## src/rtl/cpu_pipeline_ctrl_pkg.sv

```systemverilog
// Shared types and constants for the pipeline sequencer and its wait timer.
package cpu_pipeline_ctrl_pkg;

  typedef enum logic [1:0] {
    RUN   = 2'd0,
    HALT  = 2'd1,
    STEP  = 2'd2,
    FAULT = 2'd3
  } ctrl_state_t;

  localparam logic [4:0] STALL_ALL = 5'b11111;
  localparam logic [4:0] NONE      = 5'b00000;

endpackage

```

## src/rtl/cpu_wait_timer.sv

```systemverilog
// Counts consecutive busy cycles while enabled; expired flags the cycle that
// would make the run reach LIMIT. LIMIT=0 never expires.
module cpu_wait_timer #(
  parameter int unsigned LIMIT = 255
) (
  input  logic clk,
  input  logic clr,
  input  logic en,
  input  logic busy,
  output logic expired
);

  localparam int unsigned W = (LIMIT < 2) ? 1 : $clog2(LIMIT + 1);
  localparam logic [W-1:0] LAST = (LIMIT == 0) ? '0 : W'(LIMIT - 1);

  logic [W-1:0] count_q, count_d;

  always_comb begin
    count_d = count_q;
    if (!en || !busy) begin
      count_d = '0;
    end else if (count_q != LAST) begin
      count_d = count_q + 1'b1;
    end
  end

  always_ff @(posedge clk) begin
    if (clr) begin
      count_q <= '0;
    end else begin
      count_q <= count_d;
    end
  end

  assign expired = (LIMIT != 0) && en && busy && (count_q == LAST);

endmodule

```

## src/rtl/cpu_pipeline_ctrl.sv

```systemverilog
// Pipeline sequencer: merges hazard, memory-wait, syscall-halt and debug
// control into final stall/flush buses. Optional macro: CPU_PIPE_CTRL_TIMEOUT_EN.
module cpu_pipeline_ctrl
  import cpu_pipeline_ctrl_pkg::*;
#(
  parameter int unsigned MEM_TIMEOUT  = 255,
  parameter bit          START_HALTED = 1'b0
) (
  input  logic        clk,
  input  logic        clr,
  input  logic [4:0]  hz_stalls,
  input  logic [4:0]  hz_flushs,
  input  logic        mem_busy,
  input  logic        halt_req,
  input  logic        resume,
  input  logic        step,
  output logic [4:0]  stalls,
  output logic [4:0]  flushs,
  output logic [1:0]  state,
  output logic        halted,
  output logic        fault,
  output logic [31:0] run_cycle_count,
  output logic [31:0] wait_cycle_count
);

  localparam ctrl_state_t RESET_STATE = START_HALTED ? HALT : RUN;

  ctrl_state_t state_q, state_d;
  logic        halt_pend_q, halt_pend_d;
  logic [31:0] run_cnt_q, run_cnt_d;
  logic [31:0] wait_cnt_q, wait_cnt_d;
  logic        active;
  logic        timeout_hit;

  assign active = (state_q == RUN) || (state_q == STEP);

`ifdef CPU_PIPE_CTRL_TIMEOUT_EN
  cpu_wait_timer #(
    .LIMIT(MEM_TIMEOUT)
  ) u_wait_timer (
    .clk    (clk),
    .clr    (clr),
    .en     (active),
    .busy   (mem_busy),
    .expired(timeout_hit)
  );
`else
  logic unused_mem_timeout;
  assign unused_mem_timeout = (MEM_TIMEOUT == 0);
  assign timeout_hit = 1'b0;
`endif

  always_comb begin
    state_d     = state_q;
    halt_pend_d = halt_pend_q;
    run_cnt_d   = run_cnt_q;
    wait_cnt_d  = wait_cnt_q;
    stalls      = STALL_ALL;
    flushs      = NONE;

    if (active) begin
      run_cnt_d = run_cnt_q + 32'd1;
      if (mem_busy) begin
        wait_cnt_d = wait_cnt_q + 32'd1;
      end else begin
        stalls = hz_stalls;
        flushs = hz_flushs;
      end
    end

    unique case (state_q)
      RUN: begin
        // A halt seen while memory is busy is parked in halt_pend until the access completes.
        if (mem_busy) begin
          if (timeout_hit) begin
            state_d = FAULT;
          end else if (halt_req) begin
            halt_pend_d = 1'b1;
          end
        end else if (halt_pend_q || halt_req) begin
          state_d     = HALT;
          halt_pend_d = 1'b0;
        end
      end
      HALT: begin
        if (resume) begin
          state_d = RUN;
        end else if (step) begin
          state_d = STEP;
        end
      end
      STEP: begin
        if (!mem_busy) begin
          state_d = HALT;
        end else if (timeout_hit) begin
          state_d = FAULT;
        end
      end
      FAULT: begin
        state_d = FAULT;
      end
      default: begin
        state_d = RESET_STATE;
      end
    endcase

    if (clr) begin
      state_d     = RESET_STATE;
      halt_pend_d = 1'b0;
      run_cnt_d   = '0;
      wait_cnt_d  = '0;
      stalls      = NONE;
      flushs      = STALL_ALL;
    end
  end

  always_ff @(posedge clk) begin
    if (clr) begin
      state_q     <= RESET_STATE;
      halt_pend_q <= 1'b0;
      run_cnt_q   <= '0;
      wait_cnt_q  <= '0;
    end else begin
      state_q     <= state_d;
      halt_pend_q <= halt_pend_d;
      run_cnt_q   <= run_cnt_d;
      wait_cnt_q  <= wait_cnt_d;
    end
  end

  assign state            = state_q;
  assign halted           = (state_q == HALT);
`ifdef CPU_PIPE_CTRL_TIMEOUT_EN
  assign fault            = (state_q == FAULT);
`else
  assign fault            = 1'b0;
`endif
  assign run_cycle_count  = run_cnt_q;
  assign wait_cycle_count = wait_cnt_q;

endmodule

```

## config.mk

```make
export PLATFORM = sky130hd
export DESIGN_NAME = cpu_pipeline_ctrl
export DESIGN_NICKNAME = d
export VERILOG_FILES = /design/src/rtl/cpu_pipeline_ctrl_pkg.sv /design/src/rtl/cpu_wait_timer.sv /design/src/rtl/cpu_pipeline_ctrl.sv
export SDC_FILE = /design/constraint.sdc
export NUM_CORES = 1
export LEC_CHECK = 0
export ABC_CLOCK_PERIOD_IN_PS = 2200
export CAP_MARGIN = 20
export CORE_UTILIZATION = 60
export CTS_BUF_LIST = sky130_fd_sc_hd__clkbuf_4 sky130_fd_sc_hd__clkbuf_8
export CTS_CLUSTER_SIZE = 16
export DETAILED_ROUTE_END_ITERATION = 12
export DONT_BUFFER_PORTS = 1
export GPL_ROUTABILITY_DRIVEN = 0
export PLACE_DENSITY_LB_ADDON = 0.2
export SLEW_MARGIN = 20
export SYNTH_ARGS = -nofsm -noshare
export SYNTH_HDL_FRONTEND = slang
export SYNTH_SLANG_ARGS = --single-unit
```

## constraint.sdc

```tcl
create_clock -name clk -period 2.2 [get_ports clk]
set_input_delay 0 -clock clk [delete_from_list [all_inputs] [get_ports clk]]
set_output_delay 0 -clock clk [all_outputs]
set_load 0.01 [all_outputs]
```

After elaboration in Yosys (flattened, before gate mapping)
Index checks and enable logic that the tools add are counted.
{"block": "totals", "register_bits": 67, "word_cells": 36}
{"block": "op_classes", "addsub": 2, "n_eq_ne": 8, "muxes": 15, "n_reduce_logical": 7}
{"op": "adder 32 x 1 -> 32 bit (second input constant)", "count": 2}
{"op": "2-to-1 mux 5 bit", "count": 6}
{"op": "2-to-1 mux 2 bit", "count": 5}
{"op": "one-hot mux 2 bit (4 select lines)", "count": 1}
{"op": "== test 2 bit (second input constant)", "count": 2}
{"op": "inequality test 2 x 1 -> 1 bit (second input constant)", "count": 2}
{"op": "inequality test 2 bit (second input constant)", "count": 2}
{"op": "AND reduction 4 bit", "count": 1}
{"op": "2-to-1 mux 1 bit", "count": 3}
{"op": "inequality test 3 bit (second input constant)", "count": 1}
{"op": "AND reduction 3 bit", "count": 1}
{"op": "== test 2 x 1 -> 1 bit (second input constant)", "count": 1}
{"op": "logical NOT 2 bit", "count": 1}
{"op": "logical OR 1 bit", "count": 2}
{"op": "AND reduction 2 bit", "count": 1}
{"op": "nonzero test 2 bit", "count": 1}

Depth between registers and ports, before layout
{"block": "depth", "word_depth": 4, "mapped_depth": 6}

Least setup slack after synthesis
OpenSTA, ideal clock, no wires.
{"block": "synth_path", "kind": "flip-flop to flip-flop", "start": "register wait_cnt_q[16] (netlist: wait_cycle_count[16])", "end": "register wait_cnt_q[28] (netlist: wait_cycle_count[28])", "setup_ns": 0.121, "arrival_time_ns": 1.868, "required_ns": 2.079, "setup_slack_ns": 0.211, "path_stages_with_launch": 6, "synth_period_minus_slack_ns": 1.989, "path_cell_list": "dfxtp_1 -> nand4_2 -> or4_1 -> clkbuf_2 -> nor4_1 -> mux2_2"}
{"block": "synth_between", "elab_chain_cells": 1}
{"item": "start: declaration", "line": "cpu_pipeline_ctrl.sv:31", "rtl": "logic [31:0] wait_cnt_q, wait_cnt_d;"}
{"item": "start signal: assignment", "line": "cpu_pipeline_ctrl.sv:127", "rtl": "wait_cnt_q <= wait_cnt_d;"}
{"item": "adder 32 x 1 -> 32 bit", "line": "cpu_pipeline_ctrl.sv:64", "rtl": "wait_cnt_d = wait_cnt_q + 32'd1;"}
Every way passes these cells.
A chain may end at the register's enable or synchronous reset.

Worst setup path after layout
{"block": "layout_path", "start": "register wait_cnt_q[21] (netlist: wait_cycle_count[21])", "end": "register wait_cnt_q[31] (netlist: wait_cycle_count[31])"}
Same word-level chain as after synthesis.

==> results.yml <==
timing:
  timing.hold.ws_ps: 30.3
  slew_violations: 0
  finalHoldViolations: 0
  clock_skew_ps: 10.5
  rsz0062_at_grt: "false"
  setup_viol: 0
  setup_ws_ps: 153
  period_needed_ps: 2050
  period_share: 0.930
  fmax_mhz: 489
  setup_tns_ps: 0
yosys:
  ys_seq_area_frac: 0.403
  synthArstFlopShare: 0
  ys_warn_count: 0
  synthFlopType: "dfxtp_1"
  syn_avg_cell_area_um2: 8.31
  netlist_instances: 400
  synth-seq-cells: 67
  yosysMostFrequentCell: "dfxtp_1"
  synthTopCellsByArea: "dfxtp_1, nor2_1, a21oi_1, or4_1, xor2_1"
  synth_edf_count: 0
  synth_common_cells: "dfxtp_1, nor2_1, a21oi_1"
  synth_top_area_frac: 0.403
  synth_area_um2: 3320
  ys_types: 40
  yosys.area.top_type: "dfxtp_1"
  synth_nets: 418
pwr:
  ir_drop_uv: 461
  power_density_nw_per_um2: 594
  total_leakage_power_nw: 1.31
  power_mw: 2.22
place:
  pre_cts_ws_ps: 185
  placed_cell_area_um2: 3500
  port_buffers: 0
  dp_hpwl_um: 5230
global_route:
  grt_max_degree: 78
  overflow: 0
  grt_pass1_vias: 2838
  grt_use_total: 0.273
  antenna_found_initial: 0
  grt_pass1_wl_um: 12900
setup_path:
  cp_slowest_cell: "or4_1"
  crit_end: "wait_cycle_count[31]"
  timing.critical_path.from: "wait_cycle_count[21]"
  cp.buffers_inverters: 0
  reg2reg_to: "wait_cycle_count[31]"
  crit_path_end_kind: "register"
  worstPathMaxFanout: 7
  reg2reg_depth: 4
  crit_required_ps: 2420
  critPathMaxStageDelay_ps: 580
  rr_startpoint: "wait_cycle_count[21]"
  critPathKind: "reg2reg"
  critPathLaunchType: "register"
  rrSetupSlack_ps: 150
  path_cells: "nand3_1 -> or4_1 -> nor4_1 -> mux2_2"
  crit_family: "simple AND/OR/NAND/NOR gates"
  cp_num_cells: 4
  arrival_ps: 2260
hold_path:
  hold_class: "in2reg"
final_layout:
  layout-drive-gt1-share: 0.135
  nets: 437
  areaGrowthSynthToFinish_pct: 12.5
  n_antenna_cell: 0
  fin_area_um2: 3740
clocking:
  cts_root_buffer: "clkbuf_8"
  clockBufferDepth: 2
  cts_setup_buffers: 0
  cts_max_level: 3
  clk_latency_ps: 330
  path_clk_slew_ps: 70
  clock_sinks: 67
  cts-buffers-inserted: 9
  cts_tree: "built"
route:
  drt-total-wl_um: 7730
  first_pass_iters: 4
  drc: 0
  postRouteAntennaNets: 0
  drtIter0Drc: 217
  vias: 3008
  wire_per_inst_um: 15.7
  vias_per_cell: 6.11
floorplanning:
  row_count: 26
  die_h_um: 76.4
  start_util: 0.639
  die_area_um2: 5840
  ioPinCount: 94
  core_region_area_um2: 5200
  die_x_um: 76.4
run_status:
  outcome: "finished clean"
flow_run:
  cap_violations: 0
## layout make-up
class / count / area (µm²)
Sequential cell: 67 / 1340
Clock buffer: 10 / 131
Multi-Input combinational cell: 299 / 1840
Clock inverter: 4 / 20.0
Timing Repair Buffer: 33 / 280
Inverter: 9 / 33.8
Tap cell: 70 / 87.6
Fill cell: 399 / 1470
## power breakdown
| group | switching (mW) | leakage, nW | internal [mW] |
|---|---|---|---|
| registers | 0.0290 | 0.541 | 1.23 |
| logic | 0.0809 | 0.689 | 0.0581 |
| clock network | 0.422 | 0.0850 | 0.400 |
| total | 0.532 | 1.31 | 1.69 |
## registers in the layout (all words and copies together), names as in the netlist
| name | cells |
|---|---|
| run_cycle_count | 32 |
| wait_cycle_count | 32 |
| state | 2 |
| halt_pend_q | 1 |
## per-stage QoR
step                      cells  utilization
after global routing        492        0.718
final                       492        0.718
after detailed placement    472        0.673
after floorplan             400            -
after global placement      472        0.673
after CTS                   492        0.717
## cells in the final DEF, fill, tap and decap left out, drive strengths merged, types with 15 or more instances in the layout
master / count
a21oi: 32
buf: 28
dfxtp: 67
nand2: 20
nand3: 20
nand4: 18
nor2: 48
o31ai: 18
or3: 15
or4: 22
xor2: 17
## how the worst min path moves through the flow
stage,start,to,cells after the start
6_report,clr,run_cycle_count[30],2
5_1_grt,clr,run_cycle_count[13],2
4_1_cts,clr,run_cycle_count[11],2
3_5_place_dp,clr,stalls[0],1
3_3_place_gp,clr,stalls[1],1
2_1_floorplan,hz_flushs[0],flushs[0],1
## per-layer routing
metal / routed length, µm / global-route usage / vias to the layer above / part of all wire
met4: 117 / 0.119 / 0 / 0.015
met2: 3610 / 0.441 / 97 / 0.47
met3: 524 / 0.0778 / 11 / 0.068
li1: - / - / 1495 / -
met5: 0 / 0 / - / 0
met1: 3480 / 0.338 / 1405 / 0.45
## cells by family (layout without fill, tap and decap cells)
group	count (synthesis)	in the layout	synth area share
AOI/OAI and AO/OA	71	71	0.125
xor gates and xnor gates	21	21	0.0553
adders and majority gates	2	2	0.00753
buffers and inverters	34	56	0.0437
DFF	67	67	0.403
muxes	12	12	0.0399
other	1	1	0.00113
and+or+nand+nor	192	192	0.324
## repair_timing
item / in CTS / in global routing
resized for setup: 0 / 1
hold buffers: 6 / 0
setup endpoints to repair: 0 / 1
hold endpoints to repair: 67 / 0
Note: power is estimated with default switching activity, not from simulation.
